$ cat src/rtl/edge_event_arbiter_if.sv
// Event port bundle for edge_event_arbiter: monitored lines, edge enables,
// the valid/ready event output, overflow flags and internal visibility taps.
interface edge_event_arbiter_if #(
    parameter  int NUM_CH = 4,
    localparam int CH_W   = $clog2(NUM_CH)
);
    logic [NUM_CH-1:0] in_sig;
    logic [NUM_CH-1:0] cfg_pos_en;
    logic [NUM_CH-1:0] cfg_neg_en;
    logic              out_valid;
    logic              out_ready;
    logic [CH_W-1:0]   out_ch;
    logic              out_pol;
    logic [NUM_CH-1:0] ovf;
    logic              ovf_clr;
    logic [NUM_CH-1:0] dbg_pend;
    logic [CH_W-1:0]   dbg_rr_ptr;

    // Handshake: an event moves in any cycle where out_valid & out_ready are
    // high at posedge; while out_valid=1 and out_ready=0, out_ch/out_pol hold
    // and out_valid only drops after a transfer (or on reset).
    modport master (
        input  in_sig, cfg_pos_en, cfg_neg_en, out_ready, ovf_clr,
        output out_valid, out_ch, out_pol, ovf, dbg_pend, dbg_rr_ptr
    );

    modport slave (
        output in_sig, cfg_pos_en, cfg_neg_en, out_ready, ovf_clr,
        input  out_valid, out_ch, out_pol, ovf, dbg_pend, dbg_rr_ptr
    );
endinterface

$ cat src/rtl/edge_event_arbiter.sv
// Per-channel edge detectors with one-deep pending slots, shared through one
// registered valid/ready event output. Define EDGE_ARB_FIXED_PRIO_EN for fixed priority.
module edge_event_arbiter #(
    parameter  int NUM_CH = 4,
    localparam int CH_W   = $clog2(NUM_CH)
) (
    input  logic                  clk,
    input  logic                  rst,
    edge_event_arbiter_if.master  bus
);
    logic [NUM_CH-1:0] prev_q, prev_d;
    logic [NUM_CH-1:0] pend_q, pend_d;
    logic [NUM_CH-1:0] pol_q, pol_d;
    logic [NUM_CH-1:0] ovf_q, ovf_d;
    logic              out_valid_q, out_valid_d;
    logic [CH_W-1:0]   out_ch_q, out_ch_d;
    logic              out_pol_q, out_pol_d;
`ifndef EDGE_ARB_FIXED_PRIO_EN
    logic [CH_W-1:0]   rr_ptr_q, rr_ptr_d;
`endif

    logic [NUM_CH-1:0] rise, fall, evt, ovf_set, gnt_vec;
    logic              out_free, gnt_found, do_grant;
    logic [CH_W-1:0]   gnt_idx;

    assign rise = bus.in_sig & ~prev_q & bus.cfg_pos_en;
    assign fall = ~bus.in_sig & prev_q & bus.cfg_neg_en;
    assign evt  = rise | fall;

    assign prev_d   = bus.in_sig;
    assign out_free = ~out_valid_q | bus.out_ready;

    always_comb begin
        gnt_found = 1'b0;
        gnt_idx   = '0;
`ifdef EDGE_ARB_FIXED_PRIO_EN
        for (int k = NUM_CH - 1; k >= 0; k--) begin
            if (pend_q[k]) begin
                gnt_found = 1'b1;
                gnt_idx   = CH_W'(k);
            end
        end
`else
        // Scan upward from rr_ptr with wrap; first pending channel wins.
        for (int k = 0; k < NUM_CH; k++) begin
            int j;
            j = int'(rr_ptr_q) + k;
            if (j >= NUM_CH) j = j - NUM_CH;
            if (!gnt_found && pend_q[j]) begin
                gnt_found = 1'b1;
                gnt_idx   = CH_W'(j);
            end
        end
`endif
    end

    assign do_grant = out_free & gnt_found;
    assign gnt_vec  = do_grant ? (NUM_CH'(1) << gnt_idx) : '0;

    always_comb begin
        pend_d  = pend_q;
        pol_d   = pol_q;
        ovf_set = '0;
        for (int i = 0; i < NUM_CH; i++) begin
            if (gnt_vec[i]) pend_d[i] = 1'b0;
            // A slot being granted this cycle is free for a fresh edge.
            if (evt[i]) begin
                if (!pend_q[i] || gnt_vec[i]) begin
                    pend_d[i] = 1'b1;
                    pol_d[i]  = rise[i];
                end else begin
                    ovf_set[i] = 1'b1;
                end
            end
        end
        ovf_d = (bus.ovf_clr ? '0 : ovf_q) | ovf_set;
    end

    always_comb begin
        out_valid_d = out_valid_q;
        out_ch_d    = out_ch_q;
        out_pol_d   = out_pol_q;
        if (do_grant) begin
            out_valid_d = 1'b1;
            out_ch_d    = gnt_idx;
            out_pol_d   = pol_q[gnt_idx];
        end else if (out_valid_q && bus.out_ready) begin
            out_valid_d = 1'b0;
        end
    end

`ifndef EDGE_ARB_FIXED_PRIO_EN
    always_comb begin
        rr_ptr_d = rr_ptr_q;
        if (do_grant) begin
            rr_ptr_d = (gnt_idx == CH_W'(NUM_CH - 1)) ? '0 : gnt_idx + CH_W'(1);
        end
    end
`endif

    always_ff @(posedge clk) begin
        // prev tracks the lines even in reset so release never creates an edge.
        prev_q <= prev_d;
        if (rst) begin
            pend_q      <= '0;
            pol_q       <= '0;
            ovf_q       <= '0;
            out_valid_q <= 1'b0;
            out_ch_q    <= '0;
            out_pol_q   <= 1'b0;
`ifndef EDGE_ARB_FIXED_PRIO_EN
            rr_ptr_q    <= '0;
`endif
        end else begin
            pend_q      <= pend_d;
            pol_q       <= pol_d;
            ovf_q       <= ovf_d;
            out_valid_q <= out_valid_d;
            out_ch_q    <= out_ch_d;
            out_pol_q   <= out_pol_d;
`ifndef EDGE_ARB_FIXED_PRIO_EN
            rr_ptr_q    <= rr_ptr_d;
`endif
        end
    end

    assign bus.out_valid = out_valid_q;
    assign bus.out_ch    = out_ch_q;
    assign bus.out_pol   = out_pol_q;
    assign bus.ovf       = ovf_q;
    assign bus.dbg_pend  = pend_q;
`ifdef EDGE_ARB_FIXED_PRIO_EN
    assign bus.dbg_rr_ptr = '0;
`else
    assign bus.dbg_rr_ptr = rr_ptr_q;
`endif
endmodule

$ cat src/flat_wrapper.sv
// flat-port wrapper written by rule: the top's interface ports become plain ports
module edge_event_arbiter_flat 
#(
    parameter  int NUM_CH = 4,
    localparam int CH_W   = $clog2(NUM_CH)
)
  (clk, rst, bus_in_sig, bus_cfg_pos_en, bus_cfg_neg_en, bus_out_ready, bus_ovf_clr, bus_out_valid, bus_out_ch, bus_out_pol, bus_ovf, bus_dbg_pend, bus_dbg_rr_ptr);
  edge_event_arbiter_if #(.NUM_CH(NUM_CH)) bus_i ();
  input  logic clk;
  input  logic rst;
  input wire logic [$bits(bus_i.in_sig)-1:0] bus_in_sig;
  input wire logic [$bits(bus_i.cfg_pos_en)-1:0] bus_cfg_pos_en;
  input wire logic [$bits(bus_i.cfg_neg_en)-1:0] bus_cfg_neg_en;
  input wire logic [$bits(bus_i.out_ready)-1:0] bus_out_ready;
  input wire logic [$bits(bus_i.ovf_clr)-1:0] bus_ovf_clr;
  output wire logic [$bits(bus_i.out_valid)-1:0] bus_out_valid;
  output wire logic [$bits(bus_i.out_ch)-1:0] bus_out_ch;
  output wire logic [$bits(bus_i.out_pol)-1:0] bus_out_pol;
  output wire logic [$bits(bus_i.ovf)-1:0] bus_ovf;
  output wire logic [$bits(bus_i.dbg_pend)-1:0] bus_dbg_pend;
  output wire logic [$bits(bus_i.dbg_rr_ptr)-1:0] bus_dbg_rr_ptr;
  assign bus_i.in_sig = bus_in_sig;
  assign bus_i.cfg_pos_en = bus_cfg_pos_en;
  assign bus_i.cfg_neg_en = bus_cfg_neg_en;
  assign bus_i.out_ready = bus_out_ready;
  assign bus_i.ovf_clr = bus_ovf_clr;
  assign bus_out_valid = bus_i.out_valid;
  assign bus_out_ch = bus_i.out_ch;
  assign bus_out_pol = bus_i.out_pol;
  assign bus_ovf = bus_i.ovf;
  assign bus_dbg_pend = bus_i.dbg_pend;
  assign bus_dbg_rr_ptr = bus_i.dbg_rr_ptr;
  edge_event_arbiter #(.NUM_CH(NUM_CH)) u_core (.clk(clk), .rst(rst), .bus(bus_i));
endmodule
$ cat config.mk
export PLATFORM = sky130hd
export DESIGN_NAME = edge_event_arbiter_flat
export DESIGN_NICKNAME = d
export VERILOG_FILES = /design/src/rtl/edge_event_arbiter_if.sv /design/src/rtl/edge_event_arbiter.sv /design/src/flat_wrapper.sv
export SDC_FILE = /design/constraint.sdc
export NUM_CORES = 1
export LEC_CHECK = 0
export ABC_AREA = 1
export ABC_CLOCK_PERIOD_IN_PS = 2900
export CORE_MARGIN = 5
export CORE_UTILIZATION = 50
export DETAILED_ROUTE_END_ITERATION = 10
export PLACE_DENSITY_LB_ADDON = 0.1
export SETUP_SLACK_MARGIN = 0.2
export SYNTH_ARGS = -nofsm -noshare
export SYNTH_HDL_FRONTEND = slang
export SYNTH_SLANG_ARGS = --single-unit
$ cat constraint.sdc
create_clock -name clk -period 2.9 [get_ports clk]
set_input_delay 0.58 -clock clk [delete_from_list [all_inputs] [get_ports clk]]
set_output_delay 0.58 -clock clk [all_outputs]
set_load 0.02 [all_outputs]
==> flow_summary.json <==
{
  "status": "complete, no violations",
  "internal_power_w": 0.000820,
  "syn_to_final_growth_pct": 28.1,
  "ys_types": 22,
  "crit_path_end_kind": "flip-flop",
  "multi_input_area_um2": 718,
  "fillerInstances": 219,
  "max_slew_margin_pct": 72.7,
  "power_switching_share_pct": 48.5,
  "start_kind": "flip-flop",
  "grt.total_usage_pct": 16.2,
  "yosysWarnings": 0,
  "tns_ps": 0,
  "ys_ff_latch": 22,
  "seq_power_share_pct": 25.8,
  "die-area_um2": 3640,
  "die_h_um": 60.4,
  "power.total_w": 0.00159,
  "grt_pass1_wl_um": 4580,
  "setup_viol": 0,
  "grt_overflow": 0,
  "dp.cells": 238,
  "drc": 0,
  "grt_max_degree": 13,
  "htreeDepth": 1,
  "synth_edf_count": 0,
  "powerDensity_nw_per_um2": 981,
  "port_buffers": 29,
  "ios": 30,
  "crit_type": "flip-flop to flip-flop",
  "cp_top_family": "simple AND/OR/NAND/NOR gates",
  "finalMaxSlewViolations": 0,
  "first_pass_iters": 4,
  "cts_max_path_buffers": 2,
  "p_comb_share_pct": 63.6,
  "p_leak_nw": 0.735,
  "crit_buf_inv": 2,
  "numCtsBuffers": 3,
  "hold_buffers": 0,
  "post_cts_resized": 0,
  "rows": 18,
  "cts-root-buf": "clkbuf_4",
  "drt-initial-drc-count": 29,
  "rsz0062_at_grt": "false",
  "worstPathArrival_ps": 2430,
  "cp.required_ps": 3120,
  "initial_core_util_pct": 51.6,
  "die_w_um": 60.4,
  "tritoncts": "done",
  "final_cell_mix": "58 x nand2_1, 29 x clkdlybuf4s50_1, 22 x dfxtp_1, 20 x inv_1, 12 x a21oi_1",
  "drive_above_1_share_pct": 14.2,
  "cts_setup_buffers": 0,
  "min_path_type": "flip-flop to flip-flop",
  "hold_viol_final": 0,
  "wl_per_cell_um": 10.8,
  "max_freq_mhz": 452,
  "period_minus_slack_ps": 2210,
  "path_clk_slew_ps": 120,
  "synth.avg_cell_area_um2": 7.00,
  "async_flop_share_pct": 0,
  "crit_path_max_incr_delay_ps": 590,
  "diodes": 0,
  "mostFrequentLayoutCell": "nand2_1",
  "cp_max_fo": 12,
  "slowest_stage": "dfxtp_1",
  "gp_congestion": 0.853,
  "switching_power_w": 0.000773,
  "wirelength_um": 2630,
  "crit_chain": "inv_2 -> nand2_1 -> nand2_1 -> nand2_2 -> nand2_4 -> nor2_8 -> nand3_2 -> nand2_2 -> nand2_2 -> inv_1 -> ha_1 -> nand3_2 -> nand2_1 -> nand2_1 -> nand2_1 -> a21oi_1",
  "ir_worst_vdd_uv": 633,
  "fin_nets": 233,
  "antenna_found_initial": 0,
  "syn-cell-area_um2": 1270,
  "fin_ws_ps": 685,
  "drv_cap": 0,
  "dp_slack_ps": 686,
  "regArea_um2": 440,
  "clk_latency_ps": 310,
  "synth_ff_type": "dfxtp_1",
  "synth_nets": 201,
  "min_period_over_period_pct": 76.4,
  "cts.sinks": 22,
  "cp_common_cell": "nand2_1",
  "dp_hpwl_um": 2190,
  "ys_seq_area_share_pct": 34.7,
  "vias_per_cell": 4.86,
  "vias": 1177,
  "max_slew.worst_pin.slew_ps": 409,
  "postSynthCellCount": 181,
  "grt_pass1_vias": 1136,
  "finalClockSkew_ps": 7.78,
  "clockPowerShare_pct": 10.6,
  "stdcell_count": 242,
  "core_um2": 2450,
  "ant_nets": 0
}
==> registers in the layout (all words and copies together) (netlist names) <==
signal	count
u_core.bus.dbg_pend	4
u_core.bus.dbg_rr_ptr	2
u_core.bus.out_ch	2
u_core.bus.out_pol	1
u_core.bus.out_valid	1
u_core.bus.ovf	4
u_core.pol_q	4
u_core.prev_q	4
==> Yosys cell counts (2+ instances only) <==
master / number / area (um2)
ha_1: 4 / 50.1
a21oi_1: 12 / 60.1
a31oi_1: 5 / 31.3
dfxtp_1: 22 / 440
o21ai_0: 2 / 10.0
nand3_2: 7 / 70.1
nand2_1: 58 / 218
nand3b_1: 5 / 37.5
inv_2: 5 / 18.8
inv_1: 20 / 75.1
nor2_1: 11 / 41.3
nand2_2: 7 / 43.8
nand3_1: 11 / 55.1
nand2_4: 3 / 33.8
clkbuf_1: 2 / 7.51
==> cell families after synthesis <==
group	synth area share, %
buffers and inverters	8.59
adders and majority gates	3.95
DFF	34.7
and+or+nand+nor	43.0
AOI/OAI and AO/OA	9.67
==> cell type report <==
class	instances	area share, %
flip-flops and latches	22	27.1
inverters	25	5.78
repair buffers	30	18.3
clock buffers	4	2.23
well taps	30	2.31
multi-input cells	131	44.2
==> worst paths after layout <==
kind                                               start         endpoint  slack [ps]  cells after the start
worst max register to register  u_core.bus.dbg_rr_ptr[0]  u_core.pol_q[3]         690                     16
worst max-delay path            u_core.bus.dbg_rr_ptr[0]  u_core.pol_q[3]         690                     16
worst min-delay path                     u_core.pol_q[2]  u_core.pol_q[2]         470                      2
worst min register to register           u_core.pol_q[2]  u_core.pol_q[2]         470                      2
==> per-layer routing <==
layer | vias up | GRT usage (%) | part of all wire, %
met4 | 0 | 3.80 | 0.91
met2 | 24 | 28.2 | 48
met1 | 509 | 20.5 | 47
met3 | 4 | 3.40 | 3.9
met5 | - | 0 | 0
li1 | 640 | - | -
==> through the flow <==
stage,util (%),hold WS (ps),cell area [um2]
global placement,64.7,451,1590
finish,66.2,469,1620
CTS,66.2,471,1620
detailed placement,64.7,453,1590
global route,66.2,489,1620
floorplan,-,434,1270
==> power by group through the flow <==
| stage | logic [W] | registers (W) | clock network [W] |
|---|---|---|---|
| 6_report | 0.00101 | 0.000411 | 0.000168 |
| 5_1_grt | 0.00114 | 0.000422 | 0.000186 |
| 4_1_cts | 0.00102 | 0.000412 | 0.000177 |
| 3_5_place_dp | 0.00102 | 0.000418 | 0 |
| 3_3_place_gp | 0.00100 | 0.000415 | 0 |
| 2_1_floorplan | 0.000742 | 0.000451 | 0 |
==> worst min-delay path, stage by stage (launching register included) <==
cell and delay, ps:
dfxtp_1 330, nand2_1 60, a21oi_1 50
Power figures use the tool's default switching activity.
